--- config.mk ---
export PLATFORM = sky130hd
export DESIGN_NAME = sp_ram_arbiter
export DESIGN_NICKNAME = d
export VERILOG_FILES = /design/src/rtl/sp_ram_arb_pkg.sv /design/src/rtl/sp_ram_arbiter.sv
export SDC_FILE = /design/constraint.sdc
export NUM_CORES = 1
export LEC_CHECK = 0
export CORE_MARGIN = 2
export CORE_UTILIZATION = 40
export DETAILED_ROUTE_END_ITERATION = 10
export DONT_BUFFER_PORTS = 1
export SYNTH_ARGS = -nofsm -noshare
export SYNTH_HDL_FRONTEND = slang
export SYNTH_SLANG_ARGS = --single-unit
export TNS_END_PERCENT = 10
--- constraint.sdc ---
create_clock -name clk -period 6.2 [get_ports clk]
set_input_delay 1.24 -clock clk [delete_from_list [all_inputs] [get_ports clk]]
set_output_delay 1.24 -clock clk [all_outputs]
set_load 0.005 [all_outputs]
--- src/rtl/sp_ram_arb_pkg.sv ---
// sp_ram_arb_pkg: shared types and sizes for the single-port RAM arbiter
package sp_ram_arb_pkg;
  localparam int RAM_AW = 12;
  localparam int RAM_DW = 8;
  typedef enum logic [2:0] {IDLE, ISSUE, RDWAIT, ACK, CLEAR} state_t;
  typedef enum logic {REQ_A, REQ_B} req_id_t;
endpackage

--- src/rtl/sp_ram_arbiter.sv ---
// sp_ram_arbiter: serialises two single-beat requesters onto a single-port RAM and runs a hardware fill
module sp_ram_arbiter
  import sp_ram_arb_pkg::*;
#(
  parameter int AW = RAM_AW,
  parameter int DW = RAM_DW,
  parameter int STARVE_LIMIT = 4
) (
  input  logic          clk,
  input  logic          reset_n,
  input  logic          a_req,
  input  logic          a_we,
  input  logic [AW-1:0] a_addr,
  input  logic [DW-1:0] a_wdata,
  output logic          a_ack,
  output logic [DW-1:0] a_rdata,
  input  logic          b_req,
  input  logic          b_we,
  input  logic [AW-1:0] b_addr,
  input  logic [DW-1:0] b_wdata,
  output logic          b_ack,
  output logic [DW-1:0] b_rdata,
  input  logic          clr_start,
  input  logic [DW-1:0] clr_value,
  output logic          clr_busy,
  output logic          ram_ce,
  output logic          ram_wre,
  output logic          ram_oce,
  output logic          ram_reset,
  output logic [AW-1:0] ram_ad,
  output logic [DW-1:0] ram_din,
  input  logic [DW-1:0] ram_dout
);
  state_t      state;
  req_id_t     win;
  logic        we_r;
  logic [3:0]  starve;
  logic [AW:0] clr_cnt;
  logic [AW:0] clr_nxt;
  logic        b_wins;
  // B wins when A is idle or when A has been granted STARVE_LIMIT times in a row over a waiting B
  always_comb begin
    b_wins  = b_req && (!a_req || starve == 4'(STARVE_LIMIT));
    clr_nxt = clr_cnt + 1'b1;
  end
  assign ram_ce    = state == ISSUE || state == CLEAR;
  assign ram_wre   = state == CLEAR || (state == ISSUE && we_r);
  assign ram_oce   = 1'b1;
  assign ram_reset = 1'b0;
  assign clr_busy  = state == CLEAR;
  assign a_ack     = state == ACK && win == REQ_A;
  assign b_ack     = state == ACK && win == REQ_B;
  // Sequencer: grant, one-cycle RAM issue, optional read capture, ack; fill walks every address once
  always_ff @(posedge clk or negedge reset_n) begin
    if (!reset_n) begin
      state   <= IDLE;
      win     <= REQ_A;
      we_r    <= 1'b0;
      starve  <= '0;
      clr_cnt <= '0;
      ram_ad  <= '0;
      ram_din <= '0;
      a_rdata <= '0;
      b_rdata <= '0;
    end else begin
      case (state)
        IDLE: begin
          if (clr_start) begin
            clr_cnt <= '0;
            ram_ad  <= '0;
            ram_din <= clr_value;
            state   <= CLEAR;
          end else if (a_req || b_req) begin
            win     <= b_wins ? REQ_B : REQ_A;
            we_r    <= b_wins ? b_we : a_we;
            ram_ad  <= b_wins ? b_addr : a_addr;
            ram_din <= b_wins ? b_wdata : a_wdata;
            starve  <= b_wins ? '0 : (b_req && starve != 4'hf) ? starve + 4'd1 : starve;
            state   <= ISSUE;
          end
        end
        ISSUE: state <= we_r ? ACK : RDWAIT;
        RDWAIT: begin
          if (win == REQ_A) a_rdata <= ram_dout;
          else b_rdata <= ram_dout;
          state <= ACK;
        end
        ACK: state <= IDLE;
        CLEAR: begin
          clr_cnt <= clr_nxt;
          ram_ad  <= clr_nxt[AW] ? ram_ad : clr_nxt[AW-1:0];
          state   <= clr_nxt[AW] ? IDLE : CLEAR;
        end
        default: state <= IDLE;
      endcase
    end
  end
endmodule

# Word-level counts from Yosys, hierarchy flattened
# Cells that the tools add are included.
# word_totals
wordCells	62
register_bits	58
# op_classes
mux	19
reduce_logical	21
n_eq_ne	9
bitwise	2
add_sub_neg	2
# ops
op	count
2-to-1 mux 12 bit	4
case mux 13 bit (2 select lines)	1
2-to-1 mux 8 bit	3
case mux 12 bit (2 select lines)	1
adder 13 x 1 -> 13 bit, second input constant	1
2-to-1 mux 13 bit	1
case mux 3 bit (4 select lines)	1
2-to-1 mux 3 bit	3
2-to-1 mux 4 bit	2
AND reduction 2 bit	4
== test 3 x 2 -> 1 bit, second input constant	2
AND reduction 3 bit	2
nonzero test 2 bit	3
logical AND 1 bit	5
adder 4 x 1 -> 4 bit, second input constant	1
== test 4 x 3 -> 1 bit, second input constant	1
logical OR 1 bit	4
inequality test 2 bit, second input constant	2
inequality test 4 bit, second input constant	1
AND reduction 4 bit	1
== test 3 x 1 -> 1 bit, second input constant	1
== test 3 bit, second input constant	1
zero test 3 bit	1
2-to-1 mux 1 bit	3
3 further kinds	4

# Longest topological paths before layout
# Gate-level depths: netlist of the first run.
# depth
depth_word	7
depth_mapped	8
ltp_nobuf	7

# Worst setup path before layout of the first run
# No wires, ideal clock.
# synth_timing
path_type	in2reg
start	in a_req
end	reg ram_ad[10]
slack_ps	3544
setup_ps	125
stages	6
arrival_ps	2531
required_time_ps	6075
path_cell_list	clkbuf_1 -> a21boi_2 -> buf_2 -> mux2i_1 -> o22ai_1 -> mux2_4
# synth_via
elab_chain_len	7
elab_cells_between_ends	10
# synth_rtl
item	line_no	text
start: declaration	sp_ram_arbiter.sv:11	input logic a_req,
zero test 1 bit	sp_ram_arbiter.sv:43	b_wins = b_req && (!a_req || starve == 4'(STARVE_LIMIT));
logical OR 1 bit	sp_ram_arbiter.sv:43	
logical AND 1 bit	sp_ram_arbiter.sv:43	
2-to-1 mux 12 bit	sp_ram_arbiter.sv:76	ram_ad <= b_wins ? b_addr : a_addr;
2-to-1 mux 12 bit	sp_ram_arbiter.sv:73	end else if (a_req || b_req) begin
2-to-1 mux 12 bit	sp_ram_arbiter.sv:68	if (clr_start) begin
case mux 12 bit (2 select lines)	sp_ram_arbiter.sv:66	case (state)
end signal: assignment	sp_ram_arbiter.sv:76	
end signal: assignment	sp_ram_arbiter.sv:91	ram_ad <= clr_nxt[AW] ? ram_ad : clr_nxt[AW-1:0];
end: declaration	sp_ram_arbiter.sv:30	output logic [AW-1:0] ram_ad,
# Several ways; a longest one is shown, not always the timed one. The select of a mux whose other input is x is not followed.
# A chain may end at the register's enable or synchronous reset.

# Worst setup path in the final report of the first run
# layout_timing
start	reg state[1]
end	out clr_busy
# layout_via
elab_chain_len	1
# layout_rtl
item	line_no	text
start: declaration	sp_ram_arbiter.sv:34	state_t state;
start signal: assignment	sp_ram_arbiter.sv:82	ISSUE: state <= we_r ? ACK : RDWAIT;
start signal: assignment	sp_ram_arbiter.sv:92	state <= clr_nxt[AW] ? IDLE : CLEAR;
== test 3 bit	sp_ram_arbiter.sv:50	assign clr_busy = state == CLEAR;
end: declaration	sp_ram_arbiter.sv:25	output logic clr_busy,
# Every way passes these cells.

==> flow_summary_export.csv, run 1 <==
group,metric,value,unit
worst_hold_path,holdPathEnd,"clr_cnt[11]",
routing,firstDrtPassIters,4,
placed_design,pre_cts_ws,3290,ps
worst_setup_path,crit_type,"register to primary output",
placed_design,io_buffers,0,
placed_design,post-dp-hpwl,4530,um
global_route,antenna_found_initial,0,
sta,layout_setup_ws,3300,ps
worst_setup_path,cp-start-kind,"register",
floorplanning,die-area,0.00847,sq mm
routing,wl_per_cell,16.8,um
yosys,async_reset_ff_share,100,%
sta,hold_violations,0,
worst_hold_path,hold_depth,2,
floorplanning,num_rows,32,
global_route,grt_pass1_vias,2033,
sta,fmax,345,MHz
global_route,grt_usage,16.0,%
worst_setup_path,endpoint_kind,"primary output",
sta,rsz0062_at_grt,"no",
yosys,synth-compound-area-share,10.1,%
power_and_ir_drop,cellPowerDensity,479,mW/mm^2
yosys,syn-num-nets,349,
worst_setup_path,cp_max_fo,27,
clock_network,clockBufferDepth,2,
floorplanning,dieWidth,92.0,um
clock_network,htree_levels,3,
yosys,ys_seq_elements,58,
clock_network,numCtsBuffers,9,
yosys,synth_xor_area_share,3.92,%
worst_setup_path,r2r_cells,6,
clock_network,clk_pin_slew,60,ps
routing,wl_met3,515,um
floorplanning,fp.dieH,92.0,um
routing,drc,0,
sta,period_share,46.7,%
yosys,synth_cell_type_count,41,
routing,wl,6450,um
clock_network,cts_sinks,58,
floorplanning,ios,106,
floorplanning,core,0.00761,sq mm
worst_hold_path,hold_start,"clr_cnt[11]",
yosys,synthSimpleGateAreaFrac,12.6,%
global_route,grt_max_degree,59,
routing,wl_met2,2790,um
routing,vias_per_cell,5.38,
global_route,globalRouteOverflowTotal,0,
worst_setup_path,r2r-start,"clr_cnt[0]",
sta,whs,524,ps
yosys,synth_fa_ha_area_share,1.21,%
routing,drt-met1-wl,3090,um
routing,dr_total_vias,2061,
yosys,syn_inst,283,
cells_and_area,final_common_cell,"dfrtp_1",
placed_design,dpl-instance-area,0.00315,sq mm
worst_setup_path,regToRegEndpoint,"ram_ad[5]",
sta,skew,10.1,ps
yosys,synth_top_flop_cell,"dfrtp_1",
yosys,synth-seq-area-share,46.8,%
routing,drt_iter0_markers,130,
clock_network,cts_root_buf,"clkbuf_8",
yosys,postSynthAreaPerCell,11.0,sq um
yosys,synth-edff-count,0,
placed_design,place_congestion,0.790,
sta,slew_headroom,30.3,%
clock_network,cts_tree,"done",
sta,setup-tns-final,0,ps
clock_network,cts_hold_buf,0,
clock_network,cts_resized,0,
yosys,muxShareOfSynthArea,21.4,%
sta,worst_pin_slew,1040,ps
power_and_ir_drop,p_leak,1.47,nW
worst_setup_path,cp_data_required_time,4960,ps
cells_and_area,fillers,728,
sta,finalCriticalPeriod,2900,ps
flow_run,drv_cap,0,
cells_and_area,fin_util,44.3,%
sta,setup_viol,0,
cells_and_area,area_growth_syn_to_layout,8.68,%
sta,slew_violations,0,
cells_and_area,final_cell_mix,"dfrtp_1 (58), nand2_1 (30), o21ai_0 (27)",
floorplanning,start_util,40.7,%
routing,highest_layer,"met4",
worst_hold_path,hp-class,"register to register",
cells_and_area,fin_nets,342,
cells_and_area,antennaDiodeCount,0,
cells_and_area,drive_gt1_share,22.1,%
power_and_ir_drop,ir_drop,0.000201,V
worst_setup_path,worstPathArrival,1660,ps
global_route,grt_pass1_wl,10500,um
worst_setup_path,timing.reg2reg.setup_slack,3410,ps
yosys,synth_top_family_by_area,"multiplexers",
clock_network,clock_latency,340,ps
clock_network,cts_setup_buffers,0,
run_status,status,"complete, no violations",
cells_and_area,final_cell_area,0.00337,sq mm
routing,postRouteAntennaNets,0,
yosys,ys_warn_count,0,
yosys,syn_area,0.00310,sq mm
state kept, by name, summed over array words and instances (netlist names):
name	count
state	3
clr_cnt	13
b_rdata	8
ram_din	8
we_r	1
ram_ad	12
a_rdata	8
starve	4
win	1
worst max-delay path by stage:
| stage | from | endpoint | slack, ps | cells after the start |
|---|---|---|---|---|
| 5_1_grt | state[1] | clr_busy | 3190 | 4 |
| 4_1_cts | state[1] | clr_busy | 3300 | 4 |
| 3_5_place_dp | b_req | ram_ad[6] | 3290 | 4 |
| 2_1_floorplan | a_req | ram_ad[10] | 3540 | 6 |
| 6_report | state[1] | clr_busy | 3300 | 4 |
| 3_3_place_gp | b_req | ram_ad[6] | 3310 | 4 |
cell type report:
type	instances	area (sq um)	share of cell area (%)
clock buffer	11	141	4.20
clock inverter	5	77.6	2.30
inverter	4	15.0	0.446
multi-input combinational	201	1540	45.7
sequential	58	1450	43.1
tap	102	128	3.79
timing repair buffer	2	15.0	0.446
cells in the mapped netlist, drive strengths merged (2+ instances only):
cell type | count | share of area [%]
nand3b | 2 | 0.48
ha | 3 | 1.2
nor4 | 3 | 1.5
nor2 | 7 | 0.85
conb | 2 | 0.24
nand2b | 5 | 1.0
clkbuf | 11 | 1.3
nand4 | 6 | 1.4
o22ai | 11 | 2.2
o31ai | 2 | 0.48
xor2 | 9 | 2.8
inv | 4 | 0.48
buf | 9 | 1.9
mux2i | 22 | 7.1
xnor2 | 4 | 1.1
and3 | 4 | 0.81
mux2 | 36 | 14
nand3 | 6 | 0.97
o21ai | 28 | 4.5
dfrtp | 58 | 47
nor3 | 4 | 0.81
a21oi | 8 | 1.4
nand2 | 30 | 3.6
routing by layer:
layer / up-vias / global-route usage [%]
met1: 1003 / 22.7
met2: 69 / 22.3
met5: - / 0
li1: 984 / -
met3: 5 / 6.90
met4: 0 / 4.10
kinds of logic after synthesis:
kind of cell,after synthesis
AND/OR/NAND/NOR,71
multiplexers,58
flip-flops,58
AO/OA/AOI/OAI,54
buffers and inverters,24
XOR/XNOR,13
adder cells (fa/ha/maj),3
other,2
stage by stage:
stage / power [mW] / cells
after global placement: 1.23 / 367
after floorplan: 1.11 / 283
after detailed placement: 1.24 / 367
final: 1.61 / 383
after CTS: 1.63 / 383
after global routing: 1.73 / 383
power by group:
group	switching [mW]	internal [mW]
logic	0.289	0.281
clock network	0.149	0.236
registers	0.141	0.517
worst max-delay path, stage by stage, from the launching register on:
cell and delay, ps:
dfrtp_1 480, nor2_1 280, nand2_1 80, buf_4 240, inv_1 220
Power figures use the tool's default switching activity.
==> run 2: changes to the inputs <==
==> constraint.sdc (replaced) <==
create_clock -name clk -period 2.8 [get_ports clk]
set_input_delay 0.56 -clock clk [delete_from_list [all_inputs] [get_ports clk]]
set_output_delay 0.56 -clock clk [all_outputs]
set_load 0.005 [all_outputs]
==> run 2 against run 1 <==
Against the previous run: routed wire length increased by 2.9%; sequential power increased by 120%; utilization increased by 0.44 points; register-to-register slack got worse by 2900 ps; final area increased by 1.0%.
==> flow_summary_export.csv, run 2 (synthesized netlist as in run 1, its figures left out) <==
group,metric,value,unit
floorplanning,ios,106,
clock_network,cts_tree,"done",
global_route,antenna_found_initial,0,
clock_network,clock_latency,340,ps
power_and_ir_drop,cellPowerDensity,1040,mW/mm^2
floorplanning,fp.dieH,92.0,um
cells_and_area,final_common_cell,"dfrtp_1",
worst_setup_path,critPathMaxStageDelay,410,ps
routing,drt_iter0_markers,84,
sta,skew,9.52,ps
routing,postRouteAntennaNets,0,
sta,slew_violations,0,
sta,rsz0062_at_grt,"no",
global_route,grt_pass1_vias,2019,
placed_design,pre_cts_ws,514,ps
sta,finalCriticalPeriod,2290,ps
worst_setup_path,path_cells,"inv_1, ha_1, nand3b_1, a21boi_4, buf_4, mux2i_1, o22ai_1, mux2_4",
routing,drc,0,
worst_setup_path,endpoint_kind,"register",
cells_and_area,fin_util,44.7,%
worst_setup_path,r2r-start,"starve[0]",
cells_and_area,max_flop_register,"clr_cnt",
cells_and_area,final_cell_area,0.00340,sq mm
worst_setup_path,cp_data_required_time,3020,ps
routing,wl_per_cell,17.1,um
cells_and_area,fin_nets,346,
run_status,status,"complete, no violations",
clock_network,cts_resized,0,
floorplanning,core,0.00761,sq mm
floorplanning,num_rows,32,
clock_network,cts_setup_buffers,0,
worst_setup_path,regToRegEndpoint,"ram_ad[11]",
cells_and_area,largest_register_ffs,13,
sta,setup-tns-final,0,ps
worst_hold_path,hp-class,"primary input to async pin",
cells_and_area,reg.largest.list,"clr_cnt: 13 flops, ram_ad: 12 flops",
worst_setup_path,crit_type,"register to register",
global_route,globalRouteOverflowTotal,0,
cells_and_area,drive_gt1_share,23.5,%
cells_and_area,area_growth_syn_to_layout,9.77,%
worst_setup_path,timing.reg2reg.setup_slack,510,ps
sta,layout_setup_ws,508,ps
sta,period_share,81.9,%
flow_run,drv_cap,0,
cells_and_area,antennaDiodeCount,0,
placed_design,place_congestion,0.823,
clock_network,cts_root_buf,"clkbuf_8",
sta,worst_pin_slew,677,ps
global_route,grt_pass1_wl,10500,um
cells_and_area,final_cell_mix,"dfrtp_1 (58), nand2_1 (30), o21ai_0 (27)",
clock_network,cts_sinks,58,
placed_design,post-dp-hpwl,4640,um
global_route,grt_usage,16.2,%
floorplanning,start_util,40.7,%
clock_network,cts_hold_buf,1,
floorplanning,die-area,0.00847,sq mm
placed_design,io_buffers,0,
sta,setup_viol,0,
floorplanning,dieWidth,92.0,um
clock_network,clk_pin_slew,70,ps
clock_network,clockBufferDepth,2,
sta,slew_headroom,54.6,%
power_and_ir_drop,power,3.54,mW
power_and_ir_drop,p_leak,1.48,nW
routing,vias_per_cell,5.38,
placed_design,dpl-instance-area,0.00317,sq mm
worst_setup_path,worst_path_max_delay_cell,"dfrtp_1",
sta,hold_violations,0,
clock_network,htree_levels,3,
clock_network,numCtsBuffers,9,
worst_setup_path,cp-start-kind,"register",
global_route,grt_max_degree,59,
power_and_ir_drop,ir_drop,0.000523,V
routing,dr_total_vias,2081,
worst_setup_path,r2r_cells,8,
worst_setup_path,cp_max_fo,19,
sta,fmax,436,MHz
worst_setup_path,worstPathArrival,2510,ps
routing,wl,6640,um
routing,firstDrtPassIters,4,
## run 2: cell count changes in the layout (fill, tap and decap cells not counted), sizes merged
| cell | previous run | this run |
|---|---|---|
| clkinvlp | 1 | 3 |
| buf | 2 | 6 |
| bufinv | 2 | 1 |
| inv | 4 | 5 |
| clkbuf | 11 | 9 |
## run 2: per-layer routing
layer | vias to the layer above | GRT usage [%] | share of wire (%)
met5 | - | 0 | 0
met1 | 1012 | 21.9 | 46
met4 | 0 | 7.21 | 1.4
met3 | 8 | 5.51 | 6.0
met2 | 61 | 23.5 | 47
li1 | 1000 | - | -
## run 2: worst max-delay path by stage
stage                 end  cells after the start  slack [ps]  startpoint
2_1_floorplan   ram_ad[0]                      8         760  clr_cnt[0]
3_3_place_gp    ram_ad[0]                      8         540   starve[0]
3_5_place_dp    ram_ad[9]                      8         510   starve[0]
4_1_cts        ram_ad[10]                      8         490   starve[0]
5_1_grt         ram_ad[5]                      7         360  clr_cnt[0]
6_report       ram_ad[11]                      8         510   starve[0]
## run 2: power breakdown
part | internal, mW | switching (mW)
Clock | 0.416 | 0.364
Sequential | 1.14 | 0.311
Combinational | 0.650 | 0.654
## run 2: cell type report
class	count	area, sq um
Inverter	4	15.0
Clock inverter	7	78.8
Multi-Input combinational cell	201	1540
Fill cell	748	4210
Sequential cell	58	1450
Timing Repair Buffer	6	65.1
Clock buffer	9	124
Tap cell	102	128
## run 2: through the flow
step                instances  hold slack (ps)
detailed placement        370              267
global route              387             79.0
CTS                       387             79.1
finish                    387             81.0
floorplan                 283              264
global placement          370              267
## run 2: worst max-delay path, delay by kind of cell (launching register included)
kind	cells	cell delay, ps
fa+ha+maj	1	150
mux	2	530
flops	1	410
buf+inv	2	490
simple gates	1	160
compound gates	2	420
